`src/rtl/bit_serializer_pkg.sv`:
```
// rtl/bit_serializer_pkg.sv - shared types, defaults and helpers for the serial front end
package bit_serializer_pkg;

  typedef enum logic {
    ST_IDLE  = 1'b0,
    ST_SHIFT = 1'b1
  } state_e;

  localparam int   DEFAULT_WIDTH     = 8;
  localparam logic SERIAL_IDLE_LEVEL = 1'b1;

  // First bit to leave a word of the given width for the chosen bit order.
  function automatic logic lead_bit(input logic [31:0] word, input int width, input bit msb_first);
    return msb_first ? word[width-1] : word[0];
  endfunction

endpackage

```
`src/rtl/bit_serializer_bit_counter.sv`:
```
// rtl/bit_serializer_bit_counter.sv - modulo-WIDTH up-counter with clear, enable and last flag
module bit_counter
  import bit_serializer_pkg::*;
#(
  parameter  int WIDTH = DEFAULT_WIDTH,
  localparam int CW    = (WIDTH > 1) ? $clog2(WIDTH) : 1
) (
  input  logic          clk,
  input  logic          rst,
  input  logic          clear,
  input  logic          en,
  output logic [CW-1:0] cnt,
  output logic          at_last
);

  logic [CW-1:0] cnt_q;
  logic [CW-1:0] cnt_d;

  assign cnt     = cnt_q;
  assign at_last = (cnt_q == CW'(WIDTH - 1));

  // Clear wins over enable so a reload on the last count restarts at zero.
  always_comb begin
    cnt_d = cnt_q;
    if (clear) begin
      cnt_d = '0;
    end else if (en) begin
      cnt_d = at_last ? '0 : cnt_q + CW'(1);
    end
  end

  always_ff @(posedge clk or posedge rst) begin
    if (rst) begin
      cnt_q <= '0;
    end else begin
      cnt_q <= cnt_d;
    end
  end

endmodule

```
`src/rtl/bit_serializer.sv`:
```
// rtl/bit_serializer.sv - parallel-to-serial front end feeding the serial pattern detector
module bit_serializer
  import bit_serializer_pkg::*;
#(
  parameter int   WIDTH      = DEFAULT_WIDTH,
  parameter bit   MSB_FIRST  = 1'b1,
  parameter logic IDLE_LEVEL = SERIAL_IDLE_LEVEL
) (
  input  logic             clk,
  input  logic             reset,
  input  logic [WIDTH-1:0] din,
  input  logic             din_valid,
  output logic             din_ready,
  output logic             x,
  output logic             x_valid,
  output logic             busy,
  output logic             done
);

  localparam int CW = (WIDTH > 1) ? $clog2(WIDTH) : 1;

  state_e           state_q, state_d;
  logic [WIDTH-1:0] sr_q, sr_d;
  logic             x_q, x_d;
  logic             x_valid_q, x_valid_d;
  logic             done_q, done_d;

  logic [CW-1:0]    cnt;
  logic             at_last;
  logic             cnt_clear;
  logic             cnt_en;
  logic             xfer;
  logic [WIDTH-1:0] sr_shift;

  bit_counter #(.WIDTH(WIDTH)) u_bit_counter (
    .clk     (clk),
    .rst     (reset),
    .clear   (cnt_clear),
    .en      (cnt_en),
    .cnt     (cnt),
    .at_last (at_last)
  );

  assign din_ready = (state_q == ST_IDLE) || ((state_q == ST_SHIFT) && at_last);
  assign xfer      = din_valid && din_ready;
  assign sr_shift  = MSB_FIRST ? (sr_q << 1) : (sr_q >> 1);

  assign x       = x_q;
  assign x_valid = x_valid_q;
  assign busy    = (state_q == ST_SHIFT);
  assign done    = done_q;

  // x_q always mirrors the outgoing end of the next shift register value.
  always_comb begin
    state_d   = state_q;
    sr_d      = sr_q;
    x_d       = x_q;
    x_valid_d = x_valid_q;
    done_d    = 1'b0;
    cnt_clear = 1'b0;
    cnt_en    = 1'b0;
    case (state_q)
      ST_IDLE: begin
        x_d       = IDLE_LEVEL;
        x_valid_d = 1'b0;
        if (xfer) begin
          state_d   = ST_SHIFT;
          sr_d      = din;
          x_d       = lead_bit(32'(din), WIDTH, MSB_FIRST);
          x_valid_d = 1'b1;
          cnt_clear = 1'b1;
        end
      end
      ST_SHIFT: begin
        if (at_last) begin
          cnt_clear = 1'b1;
          if (xfer) begin
            sr_d      = din;
            x_d       = lead_bit(32'(din), WIDTH, MSB_FIRST);
            x_valid_d = 1'b1;
          end else begin
            state_d   = ST_IDLE;
            x_d       = IDLE_LEVEL;
            x_valid_d = 1'b0;
          end
        end else begin
          cnt_en    = 1'b1;
          sr_d      = sr_shift;
          x_d       = lead_bit(32'(sr_shift), WIDTH, MSB_FIRST);
          x_valid_d = 1'b1;
          done_d    = (cnt == CW'(WIDTH - 2));
        end
      end
      default: begin
        state_d   = ST_IDLE;
        x_d       = IDLE_LEVEL;
        x_valid_d = 1'b0;
        cnt_clear = 1'b1;
      end
    endcase
  end

  always_ff @(posedge clk or posedge reset) begin
    if (reset) begin
      state_q   <= ST_IDLE;
      sr_q      <= '0;
      x_q       <= IDLE_LEVEL;
      x_valid_q <= 1'b0;
      done_q    <= 1'b0;
    end else begin
      state_q   <= state_d;
      sr_q      <= sr_d;
      x_q       <= x_d;
      x_valid_q <= x_valid_d;
      done_q    <= done_d;
    end
  end

endmodule

```
`config.mk`:
```
export PLATFORM = sky130hd
export DESIGN_NAME = bit_serializer
export DESIGN_NICKNAME = d
export VERILOG_FILES = /design/src/rtl/bit_serializer_pkg.sv /design/src/rtl/bit_serializer_bit_counter.sv /design/src/rtl/bit_serializer.sv
export SDC_FILE = /design/constraint.sdc
export NUM_CORES = 1
export LEC_CHECK = 0
export BUFFER_PORTS_ARGS = -buffer_cell sky130_fd_sc_hd__buf_2
export CAP_MARGIN = 20
export CORE_ASPECT_RATIO = 1.4
export CORE_MARGIN = 4
export CORE_UTILIZATION = 30
export CTS_CLUSTER_SIZE = 10
export DETAILED_ROUTE_END_ITERATION = 8
export PLACE_DENSITY = 0.6
export REMOVE_ABC_BUFFERS = 1
export SKIP_CTS_REPAIR_TIMING = 1
export SLEW_MARGIN = 20
export SYNTH_ARGS = -nofsm -noshare
export SYNTH_HDL_FRONTEND = slang
export SYNTH_HIERARCHICAL = 1
export SYNTH_SLANG_ARGS = --single-unit
```
`constraint.sdc`:
```
create_clock -name clk -period 1.8 [get_ports clk]
set_clock_uncertainty 0.1 [all_clocks]
set_input_delay 0.18 -clock clk [delete_from_list [all_inputs] [get_ports clk]]
set_output_delay 0.18 -clock clk [all_outputs]
set_load 0.05 [all_outputs]
```
### Yosys cells after proc, flatten, opt, wreduce, memory -nomap -nowiden

Index checks and enable logic that the tools add are counted.
W data, S select, Z words.

| storage, ports and cells | value |
|---|---|
| register bits after elaboration | 14 |
| bits of input ports | 11 |
| logic and storage cells | 31 |

| cells by class | value |
|---|---|
| add/sub/neg operators | 1 |
| equality and inequality tests | 2 |
| muxes and demuxes | 18 |
| bitwise gates (word level) | 1 |
| reductions and logical operators | 4 |

Operators by type and width:

| cell | count |
|---|---|
| $mux W8 | 2 |
| $pmux W8 S2 | 1 |
| $mux W1 | 9 |
| $mux W3 | 3 |
| $eq A3 B3 Y1 const B | 2 |
| $pmux W1 S2 | 3 |
| $add A3 B1 Y3 const B | 1 |
| $logic_and A1 B1 Y1 | 2 |
| $reduce_bool A2 Y1 | 1 |
| $logic_or A1 B1 Y1 | 1 |
| $not A1 Y1 | 1 |

### Depth between registers and ports, before layout

Gate-level depths: netlist of run 1.

| depth | value |
|---|---|
| depth in word-level cells | 7 |
| mapped depth | 5 |

### Hierarchy

Netlist of run 1, hierarchy kept.

Modules (own cells, without submodules):

| module | times used | cells each | area an instance (um^2) | seq. area each (um^2) |
|---|---|---|---|---|
| bit_serializer | 1 | 35 | 530.5 | 251.5 |
| bit_counter | 1 | 13 | 155.1 | 75.1 |

### Worst setup path before layout of run 1

No wires, ideal clock.

| timing | value |
|---|---|
| path type | flip-flop to flip-flop |
| from | reg u_bit_counter.cnt_q[0], in the netlist u_bit_counter/cnt[0] |
| to | reg sr_q[1] |
| setup time | 125 ps |
| arrival | 1,507 ps |
| data required time | 1,575 ps |
| path slack | 68 ps |
| cell stages (with the launch flop) | 6 |
| period minus slack after synthesis | 1,732 ps |
| path through | dfrtp_1 -> ha_1 -> ha_1 -> nor2b_4 -> inv_2 -> mux2_4 |

| on the way | value |
|---|---|
| cells in the longest elaborated chain, start to end | 7 |

Ends and longest elaborated chain:

| what | line | RTL |
|---|---|---|
| start, declared | bit_serializer_bit_counter.sv:16 | `logic [CW-1:0] cnt_q;` |
| start signal, assigned | bit_serializer_bit_counter.sv:36 | `cnt_q <= cnt_d;` |
| $eq A3 B3 Y1 (*) | bit_serializer_bit_counter.sv:20 | `assign at_last = (cnt_q == CW'(WIDTH - 1));` |
| named net at_last | bit_serializer.sv:29 | `logic at_last;` |
| $logic_and A1 B1 Y1 (*) | bit_serializer.sv:44 | `assign din_ready = (state_q == ST_IDLE) \|\| ((state_q == ST_SHIFT) && at_last);` |
| $logic_or A1 B1 Y1 (*) | bit_serializer.sv:44 |  |
| named net din_ready | bit_serializer.sv:13 | `output logic din_ready,` |
| $logic_and A1 B1 Y1 (*) | bit_serializer.sv:45 | `assign xfer = din_valid && din_ready;` |
| $mux W8 (*) | -- |  |
| $mux W8 | bit_serializer.sv:75 | `if (at_last) begin` |
| $pmux W8 S2 (*) | bit_serializer.sv:62 | `case (state_q)` |
| named net sr_d[1] | bit_serializer.sv:23 | `logic [WIDTH-1:0] sr_q, sr_d;` |
| end signal, assigned | bit_serializer.sv:112 | `sr_q <= sr_d;` |
| end, declared | bit_serializer.sv:23 |  |

Mark *: on every way through the listed nets, which the timed path passes. The rest lies on a longest branch.
A chain may end at the register's enable or synchronous reset.

### Worst setup path in the final report of run 1

| timing | value |
|---|---|
| from | reg u_bit_counter.cnt_q[0], in the netlist u_bit_counter/cnt[0] |
| to | out din_ready |

| on the way | value |
|---|---|
| cells in the longest elaborated chain, start to end | 3 |

Ends and longest elaborated chain:

| what | line |
|---|---|
| $eq A3 B3 Y1 | bit_serializer_bit_counter.sv:20 |
| named net at_last | bit_serializer.sv:29 |
| $logic_and A1 B1 Y1 | bit_serializer.sv:44 |
| $logic_or A1 B1 Y1 | bit_serializer.sv:44 |
| end, declared | bit_serializer.sv:13 |

The timed path passes the listed nets, and every way through them passes these cells.

==> metrics, run 1 <==
antenna violations before repair 0; data arrival time of the critical path 1.46 ns; crit-path leading delay family flip-flops; TNS Setup 0 ns; CTS buffer count 3; Max transition margin 0.7526; DR vias/cell 4.457; layout cell share with drive strength beyond 1 0.6111; Worst path max stage delay 0.41 ns; clock sink count 13; grt ovf 0; FP Rows 20; Area growth, synth to finish 27.92%; final non-filler cell total 94; Slew Viols, Final 0; CTS tree built; HPWL after DPL 854.9 um; drc violations 0; Yosys warnings 6; Bufs on Longest Clock Path 2; Cells after DPL 84; highest net fanout along the worst path 6; routability congestion estimate 0.6984; routed len/inst 12.82 um; die outline area 3125 um^2; Synth area leader dfrtp_1; Root Buffer clkbuf_4; post-route cell area 877.1 um^2; CTS H-tree lvls 1; vias in the first global route 456; Final Hold Vio Count 0; crit end category output pin; Detailed Routing Iterations Pass 1 4; Seq/Total Area, Yosys 0.4763; antenna diode instance count 0; Max Clk Rate 573.6 MHz; r2r endpoint sr_q[1]; HP Class in -> reg; Worst EP required 1.52 ns; Clk Latency, worst-skew pair 0.26 ns; Die W 48.41 um; Worst Path Buf+Inv 2; critical path depth 5; io pins 16; Cell Pwr Density 1625 nW/um^2; Total GRT Usage 0.08010; Buffers on Ports 15; final wirelength 1.205 mm; max-capacitance violation count 0; Vias 419; CP startpoint u_bit_counter/cnt[0]; fin nets 86; crit path cell chain ha_2, ha_4, nor2b_4, clkinv_4, buf_6; Setup CP Type reg -> out; leak pwr 0.4635 nW; commonest non-fill, non-tap cell in the layout buf_2; Avg Cell Area, Syn 14.28 um^2; r2r setup slk 0.07 ns; Cell variety after synth 18; dpl cell area 777.0 um^2; Synth top area share 0.4380; r2r worst-path depth 6; Detail Route Antenna Nets 0; status finished clean; Core ar. 2177 um^2; first-pass GRT wire length 1.973 mm; most frequent cells in the layout 14 x buf_2, 12 x mux2_4, 12 x dfrtp_1; type of origin of the critical path register; Synth Instances 48; minimum clock period 1.743 ns; Tcrit/Tclk final 0.9686; Worst R2R Start u_bit_counter/cnt[0]; Critical Path Sink din_ready; DRT iter0 DRCs 12; Clock Pin Slew Worst Setup and Hold Paths 0.08 ns; Mapped Area 685.7 um^2; final setup vio count 0; pin count of the biggest net entering global routing 11; die height 64.57 um; worst-margin pin slew 0.3707 ns; number of synthesized register bits 13; CP max-delay cell dfrtp_1; Initial Util 0.3149; IR drop worst, VDD 0.9918 mV; synth top area cells dfrtp_1 44%, mux2_4 26%, mux2i_1 4.4%; Tot Pwr 1.426 mW
-- per-layer routing --
layer | wire length, um | track usage | share of wire | vias to the layer above
li1 | - | - | - | 212
met1 | 517 | 0.09353 | 0.43 | 198
met2 | 638 | 0.1422 | 0.53 | 7
met3 | 37 | 0.02069 | 0.031 | 2
met4 | 10 | 0.02076 | 0.0083 | 0
met5 | 0 | 0 | 0 | -
-- cell usage after synthesis, drive strengths merged --
cell type and number:
mux2 14, dfrtp 12, inv 3, mux2i 3
nor2 3, buf 2, ha 2, nand2b 2
a21oi 1, dfstp 1, nand2 1, nor2b 1
nor3 1, or2b 1, or3b 1
-- cell type report --
| cell class | instances | area [um^2] |
|---|---|---|
| fill | 212 | 1300 |
| inverter | 3 | 16.27 |
| multi-input combinational | 30 | 344.1 |
| sequential | 13 | 326.6 |
| clock buffer | 4 | 26.28 |
| timing repair buffer | 22 | 136.4 |
| tap | 22 | 27.53 |
-- sequential cells by signal, summed over array words and instances (netlist names) --
signal and flops:
sr_q 7, done 1, x_valid 1, u_bit_counter/cnt 3, x 1
-- how the worst min path moves through the flow --
stage,slack (ns),depth (start not counted),end,from
floorplan,-0.17,1,u_bit_counter/cnt[0],reset
global placement,-0.04,2,u_bit_counter/cnt[0],reset
detailed placement,-0.04,2,u_bit_counter/cnt[0],reset
CTS,-0.32,2,u_bit_counter/cnt[0],reset
global route,0.1,3,sr_q[0],din[0]
finish,0.07,3,sr_q[0],din[0]
-- per-stage QoR --
step                hold WS (ns)  setup slack, ns    util
floorplan                -0.1664          -0.2376       -
global placement        -0.03611           0.1843  0.3569
detailed placement      -0.03600           0.1582  0.3569
CTS                      -0.3232          -0.1194  0.3690
global route             0.09577         -0.01424  0.4029
finish                   0.06783          0.05655  0.4029
-- worst min-delay path, stage by stage --
cell	delay, ns
buf_2	0.08
mux2i_1	0.05
nor2_1	0.07
-- power breakdown --
part,total (mW),switching [mW],internal [mW]
Sequential,0.481,0.0694,0.411
Clock,0.170,0.0842,0.0854
Combinational,0.775,0.370,0.405
Total,1.43,0.523,0.902
-- logic make-up (layout without fill, tap and decap cells) --
family	after synthesis	count (layout)	synth area share
AO/OA/AOI/OAI	1	1	0.01278
adder cells (fa/ha/maj)	2	2	0.03649
buffers and inverters	5	29	0.04380
flip-flops	13	13	0.4763
multiplexers	17	17	0.3394
AND/OR/NAND/NOR	10	10	0.09123
Note: power is estimated with default switching activity, not from simulation.
==> run 2, diff against run 1 <==
Settings changed: BUFFER_PORTS_ARGS -buffer_cell sky130_fd_sc_hd__buf_2 to default, DONT_BUFFER_PORTS from default to 1, HOLD_SLACK_MARGIN from default to 0.1, PLACE_DENSITY 0.6 to 0.54.
==> run 2 against run 1 <==
Against the previous run:
- clock power hardly changed
- worst hold slack better by 0.061 ns
- non-clock buffer count is 6 lower
- fmax is 2.7% higher
- die area stayed put
==> metrics, run 2 (synthesis gave the netlist of run 1 again) <==
data arrival time of the critical path 1.42 ns; post-route cell area 889.6 um^2; minimum clock period 1.698 ns; Top Metal Used met4; fin nets 80; die outline area 3125 um^2; Detail Route Antenna Nets 0; pre-CTS WS 0.1396 ns; Biggest register sr_q; Tcrit/Tclk final 0.9433; Vias 395; HPWL after DPL 822.4 um; Cell Pwr Density 1567 nW/um^2; final wirelength 1.198 mm; Max transition margin 0.6351; max reg flops 7; drc violations 0; clock sink count 13; io pins 16; status finished clean; NetSw 515.4 uW; Worst Hold Margin 0.1292 ns; max-capacitance violation count 0; leak pwr 0.4401 nW; met2 WL post-DR 599 um; DR vias/cell 4.489; CTS buffer count 3; Root Buffer clkbuf_4; FP Rows 20; dpl cell area 716.9 um^2; switching part of the total power 0.3696; die height 64.57 um; Core ar. 2177 um^2; sequential share of power 0.390; WL met1 509 um; Detailed Routing Iterations Pass 1 1; routability congestion estimate 0.6844; Buffers on Ports 0; RSZ-0062 raised after global routing false; crit end category output pin; layout cell share with drive strength beyond 1 0.4394; Initial Util 0.3149; Total GRT Usage 0.07770; DRT iter0 DRCs 0; Max Clk Rate 588.9 MHz; Pint 879.0 uW; worst-margin pin slew 0.5456 ns; Clock Pin Slew Worst Setup and Hold Paths 0.07 ns; antenna diode instance count 0; first-pass GRT wire length 1.863 mm; Final Hold Vio Count 0; most frequent cells in the layout 12 x mux2_4, 12 x dfrtp_1, 10 x dlygate4sd3_1; highest net fanout along the worst path 4; final setup margin 0.1020 ns; HP Class in -> async; final setup vio count 0; pin count of the biggest net entering global routing 11; Bufs on Longest Clock Path 2; routed len/inst 13.61 um; vias in the first global route 371; clock power share 0.123; Met3 Routed Length 68 um; IR drop worst, VDD 0.6984 mV; type of origin of the critical path register; Clk Latency, worst-skew pair 0.27 ns; Setup CP Type reg -> out; CTS tree built; Area growth, synth to finish 29.74%; Worst EP required 1.52 ns; combinational cell fraction of total power 0.487; grt ovf 0; Slew Viols, Final 0; antenna violations before repair 0; Die W 48.41 um; CTS H-tree lvls 1
-- run 2: worst max-delay path: stages, from the launching register on --
cell and delay, ns:
dfrtp_1 0.39, ha_2 0.21, ha_4 0.17, nor2b_4 0.15
clkinv_4 0.08, buf_6 0.15
-- run 2: stage by stage --
step	TNS, ns	util	power, mW	std cells
floorplan	-1.783	-	0.9947	46
global placement	0	0.3293	1.105	71
detailed placement	0	0.3293	1.115	71
CTS	-0.1148	0.3414	1.294	75
global route	0	0.4086	1.510	88
finish	0	0.4086	1.394	88
-- run 2: final cells by class --
cell class	count	area, um^2
repair buffers	16	148.9
inverters	3	16.27
flip-flops and latches	13	326.6
multi-input cells	30	344.1
fillers	206	1287
well taps	22	27.53
clock buffers	4	26.28
-- run 2: layer usage --
metal / vias up / global-route usage
met5: - / 0
met4: 0 / 0.04152
met3: 4 / 0.03448
met2: 8 / 0.1160
met1: 183 / 0.09209
li1: 200 / -
-- run 2: worst paths after layout --
check,cells after the start,slack (ns),from,to
max in group asynchronous,2,1.05,reset,x
min in group clk,1,0.42,sr_q[4],sr_q[5]
hold reg to reg,1,0.42,sr_q[4],sr_q[5]
hold / removal,2,0.13,reset,u_bit_counter/cnt[0]
setup reg to reg,6,0.12,u_bit_counter/cnt[0],sr_q[6]
setup / recovery,5,0.10,u_bit_counter/cnt[0],din_ready
-- run 2: power groups by stage --
| stage | Clock, mW | Sequential, mW | Combinational [mW] |
|---|---|---|---|
| 6_report | 0.172 | 0.543 | 0.679 |
| 5_1_grt | 0.198 | 0.558 | 0.754 |
| 4_1_cts | 0.182 | 0.545 | 0.567 |
| 3_5_place_dp | 0 | 0.551 | 0.564 |
| 3_3_place_gp | 0 | 0.547 | 0.558 |
| 2_1_floorplan | 0 | 0.566 | 0.428 |
==> run 3, diff against run 2 <==
Settings changed: GPL_TIMING_DRIVEN from default to 1, SETUP_SLACK_MARGIN from default to 0.2.
==> run 3 against run 2 <==
Against the previous run:
- worst hold slack about the same
- via count did not move
- core utilization rose by 0.23 points
- count of clock-buffer cells in the layout is the same
- non-clock buffer count did not move
- final cell count is the same
- combinational power up 1%
- fmax hardly changed
- power up 0.52%
- largest cell class unchanged
==> metrics, run 3 (synthesis gave the netlist of run 1 again) <==
r2r setup slk 0.12 ns; Initial Util 0.3149; vias in the first global route 371; Layout fillers 206; Clk Latency, worst-skew pair 0.27 ns; Worst Hold Margin 0.1292 ns; CTS buffer count 3; Root Buffer clkbuf_4; die outline area 3125 um^2; Tcrit/Tclk final 0.9436; switching part of the total power 0.3716; Worst path max stage delay 0.40 ns; antenna violations before repair 0; first-pass GRT wire length 1.863 mm; max-capacitance violation count 0; multi-input logic area 349.1 um^2; DR vias/cell 4.489; RSZ-0062 raised after global routing true; FP Rows 20; final setup vio count 0; antenna diode instance count 0; status finished clean; Top Metal Used met4; CTS tree built; Pint 880.8 uW; fin nets 80; io pins 16; combinational cell fraction of total power 0.490; Met3 Routed Length 68 um; data arrival time of the critical path 1.42 ns; routed len/inst 13.61 um; Slew Viols, Final 0; Buffers on Ports 0; Area growth, synth to finish 30.47%; r2r worst-path depth 6; HP Class in -> async; CP startpoint u_bit_counter/cnt[0]; Max transition margin 0.6350; met2 WL post-DR 599 um; Worst EP required 1.52 ns; die height 64.57 um; r2r endpoint sr_q[6]; WL met1 510 um; Setup CP Type reg -> out; Total GRT Usage 0.07770; Final Hold Vio Count 0; sequential share of power 0.388; crit path cell chain ha_2, ha_4, nor2b_4, clkinv_4, buf_6; pin count of the biggest net entering global routing 11; most frequent cells in the layout 12 x mux2_4, 12 x dfrtp_1, 10 x dlygate4sd3_1; DRT iter0 DRCs 0; max reg flops 7; NetSw 520.9 uW; Max Clk Rate 588.8 MHz; clock power share 0.123; Core ar. 2177 um^2; worst-margin pin slew 0.5457 ns; leak pwr 0.4422 nW; highest net fanout along the worst path 4; CTS H-tree lvls 1; CP max-delay cell dfrtp_1; Tot Pwr 1.402 mW; minimum clock period 1.698 ns; crit end category output pin; Detail Route Antenna Nets 0; Cell Pwr Density 1567 nW/um^2; Sequential Area 326.6 um^2; Critical Path Sink din_ready; IR drop worst, VDD 0.7080 mV; Biggest register sr_q; Die W 48.41 um; HPWL after DPL 822.4 um; type of origin of the critical path register; drc violations 0; grt ovf 0; Vias 395; Clock Pin Slew Worst Setup and Hold Paths 0.07 ns; final wirelength 1.198 mm; clock sink count 13; Bufs on Longest Clock Path 2; Worst R2R Start u_bit_counter/cnt[0]; layout cell share with drive strength beyond 1 0.4545; Detailed Routing Iterations Pass 1 1; routability congestion estimate 0.6844
[run 3: worst min path at each step]
| stage | from | to | cells past startpoint |
|---|---|---|---|
| global placement | reset | u_bit_counter/cnt[2] | 1 |
| floorplan | reset | u_bit_counter/cnt[0] | 1 |
| detailed placement | reset | u_bit_counter/cnt[0] | 1 |
| finish | reset | u_bit_counter/cnt[0] | 2 |
| global route | reset | u_bit_counter/cnt[0] | 2 |
| CTS | reset | u_bit_counter/cnt[0] | 1 |
[run 3: final cells by class]
type / count / share of cell area
Multi-Input combinational cell: 30 / 0.3902
Tap cell: 22 / 0.03077
Inverter: 3 / 0.01818
Sequential cell: 13 / 0.3650
Timing Repair Buffer: 16 / 0.1664
Clock buffer: 4 / 0.02937
[run 3: power groups by stage]
stage	combinational, mW	clock, mW	sequential [mW]
after global routing	0.762	0.198	0.558
after floorplan	0.428	0	0.566
final	0.686	0.172	0.544
after detailed placement	0.564	0	0.551
after CTS	0.567	0.182	0.545
after global placement	0.558	0	0.547
[run 3: layer usage]
| layer | vias up | track usage |
|---|---|---|
| li1 | 200 | - |
| met1 | 183 | 0.09209 |
| met2 | 8 | 0.1160 |
| met3 | 4 | 0.03448 |
| met4 | 0 | 0.04152 |
| met5 | - | 0 |
[run 3: per-stage QoR]
| stage | cells | cell area, um^2 | setup slack, ns | TNS, ns | util |
|---|---|---|---|---|---|
| after floorplan | 46 | 666.9 | -0.2376 | -1.783 | - |
| after global placement | 71 | 716.9 | 0.1787 | 0 | 0.3293 |
| after detailed placement | 71 | 716.9 | 0.1396 | 0 | 0.3293 |
| after CTS | 75 | 743.2 | -0.1148 | -0.1148 | 0.3414 |
| after global routing | 88 | 894.6 | 0.01482 | 0 | 0.4109 |
| final | 88 | 894.6 | 0.1016 | 0 | 0.4109 |
[run 3: worst max-delay path, delay by kind of cell, from the launching register on]
kind                     cells  cell delay (ns)
adder cells (fa/ha/maj)      2             0.38
buffers and inverters        2             0.23
flip-flops                   1             0.40
AND/OR/NAND/NOR              1             0.15
